File: config.mk
export PLATFORM = sky130hd
export DESIGN_NAME = imem_loader_flat
export DESIGN_NICKNAME = d
export VERILOG_FILES = /design/src/rtl/imem_loader_if.sv /design/src/rtl/imem_loader.sv /design/src/flat_wrapper.sv
export SDC_FILE = /design/constraint.sdc
export NUM_CORES = 1
export LEC_CHECK = 0
export BUFFER_PORTS_ARGS = -buffer_cell sky130_fd_sc_hd__buf_2
export CAP_MARGIN = 25
export CORE_AREA = 3 3 107 109
export DETAILED_ROUTE_END_ITERATION = 8
export DIE_AREA = 0 0 110 112
export GPL_TIMING_DRIVEN = 0
export PLACE_DENSITY_LB_ADDON = 0.12
export SYNTH_ARGS = -nofsm -noshare
export SYNTH_HDL_FRONTEND = slang
export SYNTH_SLANG_ARGS = --single-unit
File: constraint.sdc
create_clock -name CLK -period 8.55 [get_ports CLK]
set_input_delay 1.71 -clock CLK [delete_from_list [all_inputs] [get_ports CLK]]
set_output_delay 1.71 -clock CLK [all_outputs]
set_load 0.1 [all_outputs]
File: src/rtl/imem_loader_if.sv
// Byte-stream input and instruction-memory write port of the boot loader.
// master is the loader side; slave is the byte source / memory side.
interface imem_loader_if;
   logic [7:0]  ByteIn;
   logic        ByteValid;
   logic        ByteReady;
   logic        WE;
   logic [31:0] WAddr;
   logic [31:0] WData;

   modport master (
      input  ByteIn,
      input  ByteValid,
      output ByteReady,
      output WE,
      output WAddr,
      output WData
   );

   modport slave (
      output ByteIn,
      output ByteValid,
      input  ByteReady,
      input  WE,
      input  WAddr,
      input  WData
   );
endinterface

File: src/rtl/imem_loader.sv
// Boot-time instruction-memory loader: receives a framed byte stream (length, LE words,
// XOR checksum), writes each word to consecutive addresses and releases CPU reset on success.
module imem_loader #(
   parameter int unsigned DEPTH     = 128,
   parameter logic [31:0] BASE_ADDR = 32'h0000_0000
) (
   input  logic          CLK,
   input  logic          RESET,
   input  logic          Start,
   imem_loader_if.master bus,
   output logic          Busy,
   output logic          Done,
   output logic          Err,
   output logic          CPU_RESET
);

   typedef enum logic [2:0] {
      StIdle, StLen0, StLen1, StData, StCsum, StDone, StErr
   } state_e;

   state_e      state_q, state_d;
   logic        accept;
   logic        enter_len0;
   logic        last_word;
   logic [15:0] n_rx;
   logic [15:0] len_q;
   logic [15:0] idx_q;
   logic [1:0]  lane_q;
   logic [7:0]  xor_q;
   logic [23:0] part_q;
   logic        we_q;
   logic [31:0] waddr_q;
   logic [31:0] wdata_q;

   assign accept     = bus.ByteValid && bus.ByteReady;
   assign n_rx       = {bus.ByteIn, len_q[7:0]};
   assign last_word  = (lane_q == 2'd3) && (idx_q == len_q - 16'd1);
   assign enter_len0 = (state_d == StLen0) && (state_q != StLen0);

   always_ff @(posedge CLK or posedge RESET) begin
      if (RESET) begin
         state_q <= StIdle;
      end else begin
         state_q <= state_d;
      end
   end

   always_comb begin
      state_d = state_q;
      case (state_q)
         StIdle, StDone, StErr: begin
            if (Start) state_d = StLen0;
         end
         StLen0: begin
            if (accept) state_d = StLen1;
         end
         StLen1: begin
            if (accept) begin
               if (32'(n_rx) > DEPTH) state_d = StErr;
               else if (n_rx == 16'd0) state_d = StCsum;
               else state_d = StData;
            end
         end
         StData: begin
            if (accept && last_word) state_d = StCsum;
         end
         StCsum: begin
            if (accept) state_d = (bus.ByteIn == xor_q) ? StDone : StErr;
         end
         default: state_d = StIdle;
      endcase
   end

   always_comb begin
      bus.ByteReady = 1'b0;
      Busy          = 1'b0;
      Done          = 1'b0;
      Err           = 1'b0;
      CPU_RESET     = 1'b1;
      case (state_q)
         StLen0, StLen1, StData, StCsum: begin
            bus.ByteReady = 1'b1;
            Busy          = 1'b1;
         end
         StDone: begin
            Done      = 1'b1;
            CPU_RESET = 1'b0;
         end
         StErr:   Err = 1'b1;
         default: ;
      endcase
      bus.WE    = we_q;
      bus.WAddr = waddr_q;
      bus.WData = wdata_q;
   end

   // Bytes 0..2 of a word shift down into part_q; byte 3 completes the word and fires the write.
   always_ff @(posedge CLK or posedge RESET) begin
      if (RESET) begin
         len_q   <= 16'd0;
         idx_q   <= 16'd0;
         lane_q  <= 2'd0;
         xor_q   <= 8'd0;
         part_q  <= 24'd0;
         we_q    <= 1'b0;
         waddr_q <= BASE_ADDR;
         wdata_q <= 32'd0;
      end else begin
         we_q <= 1'b0;
         if (enter_len0) begin
            xor_q  <= 8'd0;
            idx_q  <= 16'd0;
            lane_q <= 2'd0;
         end else if (accept) begin
            xor_q <= xor_q ^ bus.ByteIn;
            case (state_q)
               StLen0: len_q[7:0]  <= bus.ByteIn;
               StLen1: len_q[15:8] <= bus.ByteIn;
               StData: begin
                  lane_q <= lane_q + 2'd1;
                  if (lane_q == 2'd3) begin
                     we_q    <= 1'b1;
                     waddr_q <= BASE_ADDR + {14'd0, idx_q, 2'b00};
                     wdata_q <= {bus.ByteIn, part_q};
                     idx_q   <= idx_q + 16'd1;
                  end else begin
                     part_q <= {bus.ByteIn, part_q[23:8]};
                  end
               end
               default: ;
            endcase
         end
      end
   end

endmodule

File: src/flat_wrapper.sv
// flat-port wrapper written by rule: the top's interface ports become plain ports
module imem_loader_flat 
#(
   parameter int unsigned DEPTH     = 128,
   parameter logic [31:0] BASE_ADDR = 32'h0000_0000
)
  (CLK, RESET, Start, Busy, Done, Err, CPU_RESET, bus_ByteIn, bus_ByteValid, bus_ByteReady, bus_WE, bus_WAddr, bus_WData);
  imem_loader_if bus_i ();
  input  logic CLK;
  input  logic RESET;
  input  logic Start;
  output logic Busy;
  output logic Done;
  output logic Err;
  output logic CPU_RESET;
  input wire logic [$bits(bus_i.ByteIn)-1:0] bus_ByteIn;
  input wire logic [$bits(bus_i.ByteValid)-1:0] bus_ByteValid;
  output wire logic [$bits(bus_i.ByteReady)-1:0] bus_ByteReady;
  output wire logic [$bits(bus_i.WE)-1:0] bus_WE;
  output wire logic [$bits(bus_i.WAddr)-1:0] bus_WAddr;
  output wire logic [$bits(bus_i.WData)-1:0] bus_WData;
  assign bus_i.ByteIn = bus_ByteIn;
  assign bus_i.ByteValid = bus_ByteValid;
  assign bus_ByteReady = bus_i.ByteReady;
  assign bus_WE = bus_i.WE;
  assign bus_WAddr = bus_i.WAddr;
  assign bus_WData = bus_i.WData;
  imem_loader #(.DEPTH(DEPTH), .BASE_ADDR(BASE_ADDR)) u_core (.CLK(CLK), .RESET(RESET), .Start(Start), .bus(bus_i), .Busy(Busy), .Done(Done), .Err(Err), .CPU_RESET(CPU_RESET));
endmodule
# Yosys cells after proc, flatten, opt, wreduce, memory -nomap -nowiden
# Cells that the tools add are included.
op_classes:
  addsub: 3
  order_cmp: 1
  n_eq_ne: 11
  muxes: 26
  bitwise: 3
  n_reduce_logical: 17
ops:
  columns: ["op", "count"]
  rows:
  - ["2-to-1 mux 16 bit", 4]
  - ["2-to-1 mux 3 bit", 7]
  - ["adder 16 x 1 -> 16 bit, second input constant", 1]
  - ["equality test 16 bit", 1]
  - ["> comparator 16 x 8 -> 1 bit, second input constant", 1]
  - ["zero test 16 bit", 1]
  - ["2-to-1 mux 8 bit", 2]
  - ["subtractor 16 x 1 -> 16 bit, second input constant", 1]
  - ["one-hot mux 3 bit (5 select lines)", 1]
  - ["equality test 3 bit, second input constant", 3]
  - ["AND reduction 3 bit", 3]
  - ["equality test 8 bit", 1]
  - ["2-to-1 mux 1 bit", 8]
  - ["2-to-1 mux 2 bit", 4]
  - ["AND reduction 4 bit", 2]
  - ["bitwise XOR 8 bit", 1]
  - ["equality test 3 x 1 -> 1 bit, second input constant", 2]
  - ["equality test 3 x 2 -> 1 bit, second input constant", 2]
  - ["nonzero test 2 bit", 3]
  - ["logical AND 1 bit", 4]
  - ["OR reduction 4 bit", 1]
  - ["zero test 3 bit", 1]
  - ["!= test 3 x 1 -> 1 bit, second input constant", 1]
  - ["OR reduction 3 bit", 1]
  - ["4 further kinds", 5]
totals:
  register_bits: 118
  inputBits: 12
  output_inout_bits: 70
  wordCells: 71

# Logic depth before layout (Yosys ltp)
logic_depth:
  ltp_word: 11
  ltp_mapped: 10
  depth_no_buf: 8

# Least setup slack after synthesis
# OpenSTA, ideal clock, no wires.
synth_path:
  kind: "reg2out"
  startpoint: "reg u_core.state_q[0]"
  endpoint: "out Done"
  arrival_time_ns: 2.453
  required_time_ns: 6.840
  setup_slack_ns: 4.387
  path_stages_with_launch: 4
  path_buffers: 1
  cell_sequence: "dfrtp_1 -> clkbuf_1 -> nand3b_1 -> inv_1"
synth_via:
  elab_chain_len: 2
synth_rtl:
  columns: ["item", "line", "source"]
  rows:
  - ["start, declared", "imem_loader.sv:21", "state_e state_q, state_d;"]
  - ["start signal, assigned", "imem_loader.sv:42", "state_q <= StIdle;"]
  - ["start signal, assigned", "imem_loader.sv:44", "state_q <= state_d;"]
  - ["equality test 3 bit", "imem_loader.sv:80", "case (state_q)"]
  - ["2-to-1 mux 1 bit", "imem_loader.sv:80", null]
  - ["end, declared", "flat_wrapper.sv:13", "output logic Done;"]
# No other way between the ends.

# Worst setup path in the final report
layout_path:
  startpoint: "reg u_core.state_q[2]"
  endpoint: "out bus_ByteReady"
layout_via:
  elab_chain_len: 3
  word_cells_on_any_way: 6
  classes_between: "eq/ne (4); mux (1); reduce/logical (1)"
layout_rtl:
  columns: ["item", "line", "source"]
  rows:
  - ["equality test 3 x 1 -> 1 bit, or another cell as far along", "imem_loader.sv:80", null]
  - ["OR reduction 4 bit (*)", "imem_loader.sv:80", null]
  - ["2-to-1 mux 1 bit (*)", "imem_loader.sv:80", null]
  - ["end, declared", "flat_wrapper.sv:18", "output wire logic [$bits(bus_i.ByteReady)-1:0] bus_ByteReady;"]
# Mark *: on every way between the ends. The rest lies on a longest branch, timed or not.

==> run metrics <==
ANT cells=0; Final Max Tran Viols=0; Ys Warns=0; layout cells sized above 1=0.2962; period utilization=0.4397; WP data arrival=slightly above 2000 ps; fmax=between 200 and 300 MHz; Num CTS Buffers=17; Netlist Area Pre-Place=~0.0057 sq mm; clk_skew=7.043 ps; final critical-path required period=between 3000 and 4000 ps; Final ANT Viol Nets=0; slowest CP cell=or3_1; crit end category=output pin; top_reg_cell synth=dfrtp_1; outcome=complete, no violations; RSZ-0062 raised after global routing=no; largest area contributor in the netlist=dfrtp_1; initial core utilization=0.5357; # clock sinks=between 100 and 150; count of cell types in the netlist=59; CTS clk-pin slew, worst paths=about 60 ps; HP Start=u_core.bus.WData[18]; die footprint=roughly 0.012 sq mm; Setup CP Type=reg2out; Ports=a little over 80; Critical Path, Cell by Cell=buf_2 > or3_1 > and2_1 > buf_4 > buf_2; VDD IR max=roughly 0.31 mV; postcts setup bufs=0; Final nets=658; RR Endpoint=u_core.xor_q[2]; dpl hpwl=roughly 9400 microns; CP required=about 7000 ps; final number of setup-violating endpoints=0; most used cell, CP=buf_2; First-pass DRT Iterations=4; EDFF count, synth=0; clock buffer depth=2; largest net degree at the start of global routing=72; TritonCTS clock tree=done; power density cells=341.7 mW/mm^2; Core Box Area=around 0.011 sq mm; die height=around 110 microns; H-tree depth=4; Startpoint Class=register; worst rel slew slack=0.4613; Worst-Skew Late Latency=510 ps; vias per cell=5.397; Post-Synthesis Mean Instance Area=roughly 11 sq um; Synth-to-Final Area Change=20.92%; Final TNS setup=0 ps; Post-Route Utilization=0.6477; largest cells by area after synthesis=dfrtp_1 (52%), mux2_2 (11%), nand2_1 (6.5%), xnor2_1 (3.5%), xor2_1 (3.5%); Worst-Margin Slew=around 800 ps; worst-path maximum fanout=9; wire length of the first global-routing pass=around 22000 microns; Hold EP=u_core.bus.WData[18]; DRT iter0 DRCs=about 260; via count=4291; CTS Hold Bufs=0; RR Startpoint=u_core.len_q[0]; Final Hold Viols=0; Lkg Pwr=between 3 and 4 nW; vias in the first global route=4273; PortBufs=65; # rows=38; GRT Util Overall=0.2292; Syn Inst Count=between 500 and 600; total of max-cap violations=0; Root Driver=clkbuf_8; Largest stage delay, worst path=roughly 400 ps; R2R depth=10; hold crit path type=reg2reg; Final GP Congestion=around 0.93; drt drc=0; Synth top area share=0.5153; post-cts resize count=0; GRT overflow=0; Die Wd=roughly 110 microns; #FFs+latches synth=about 120; wire per inst=roughly 17 microns; FF-to-FF setup slack=5550 ps; Hold Crit Depth=2; drt total wl=approximately 13000 microns; Seq/Total Area, Yosys=0.5153; Synth async-reset ratio=1.000; initial antenna violation count=0
[cell families (layout without fill, tap and decap cells)]
group / Yosys count / in the layout / share of synthesized area
compound gates: 49 / 49 / 0.06157
xor+xnor: 46 / 46 / 0.07030
fa+ha+maj: 4 / 4 / 0.008298
buf+inv: 54 / 152 / 0.04956
flops: 118 / 118 / 0.5153
mux: 60 / 60 / 0.1175
other cells: 1 / 16 / 0.0006544
simple gates: 210 / 210 / 0.1769
[power breakdown]
| group | total, mW | leakage [nW] | internal, mW | switching, mW |
|---|---|---|---|---|
| combinational | 0.834 | 1.58 | 0.291 | 0.544 |
| clock | 0.699 | 0.288 | 0.450 | 0.249 |
| sequential | 0.834 | 1.56 | 0.695 | 0.139 |
| total | 2.37 | 3.43 | 1.44 | 0.932 |
[cell usage after synthesis (2+ instances only)]
cell      count
nand2b_1      5
nand3_1      12
o21ai_1       5
clkbuf_1     13
and3_1        2
nor4_2        2
mux2i_1       2
inv_1         9
o21ai_0      12
nand4_1      10
o311ai_1      2
ha_1          3
xnor2_1      23
buf_2         8
buf_1         4
nor3_2        2
mux2_2       58
inv_2         2
nor3_1       10
nor2b_1       6
buf_4        17
nand3b_1      4
a311oi_1      2
o31ai_1       3
xor2_1       23
a22oi_1       2
a21oi_1       7
or3_1         3
nand2_1      99
nor2_1       37
o22ai_1       2
nor4_1        8
and4_1        2
dfrtp_1     118
[stage by stage]
| step | total power [mW] | worst slack, ps | instance area (sq um) | hold slack [ps] | cells |
|---|---|---|---|---|---|
| detailed placement | 1.666 | 4387 | 6317 | 457.0 | 763 |
| finish | 2.368 | 4791 | 6929 | 466.6 | 795 |
| global route | 2.495 | 4571 | 6929 | 485.4 | 795 |
| global placement | 1.637 | 2505 | 6287 | 454.5 | 762 |
| CTS | 2.379 | 4767 | 6902 | 472.1 | 794 |
| floorplan | 1.486 | 3711 | 5787 | 434.8 | 557 |
[final cells by class]
| class | count | area, sq um |
|---|---|---|
| buffer | 43 | 242.7 |
| fill | 883 | 3769 |
| sequential | 118 | 2953 |
| clock inverter | 12 | 152.6 |
| clock buffer | 19 | 431.7 |
| timing repair buffer | 67 | 380.4 |
| tap | 140 | 175.2 |
| multi-input combinational | 385 | 2550 |
| inverter | 11 | 43.79 |
[state kept, by name, indices dropped and copies added (netlist names)]
| register | cells |
|---|---|
| u_core.bus.WAddr | 16 |
| u_core.bus.WData | 32 |
| u_core.bus.WE | 1 |
| u_core.idx_q | 16 |
| u_core.lane_q | 2 |
| u_core.len_q | 16 |
| u_core.part_q | 24 |
| u_core.state_q | 3 |
| u_core.xor_q | 8 |
[worst max path at each step]
stage	to	cells past startpoint	slack [ps]	startpoint
floorplan	u_core.bus.WAddr[10]	1	3710	RESET
global placement	u_core.bus.WAddr[12]	2	2500	RESET
detailed placement	u_core.xor_q[2]	8	4390	bus_ByteIn[7]
CTS	bus_ByteReady	5	4770	u_core.state_q[2]
global route	u_core.xor_q[4]	8	4570	bus_ByteIn[3]
finish	bus_ByteReady	5	4790	u_core.state_q[2]
[layer usage]
metal,GRT usage,vias up,wire length (microns),part of all wire
li1,-,2030,-,-
met1,0.3266,2108,6042,0.46
met2,0.3410,130,6222,0.47
met3,0.05159,23,721,0.055
met4,0.08811,0,233,0.018
met5,0,-,0,0
[critical path, delay by kind of cell (launching register included)]
family | cells | cell delay, ps
buf+inv | 3 | 580
flops | 1 | 360
simple gates | 2 | 600
[cells in the final DEF, fill, tap and decap left out, drive strengths merged, types with 16 or more instances in the layout]
cell | Yosys | routed
conb | 1 | 16
clkbuf | 13 | 32
dfrtp | 118 | 118
nand2 | 99 | 99
buf | 30 | 97
xnor2 | 23 | 23
o21ai | 17 | 17
nor2 | 37 | 37
mux2 | 58 | 58
xor2 | 23 | 23
Power figures use the tool's default switching activity.
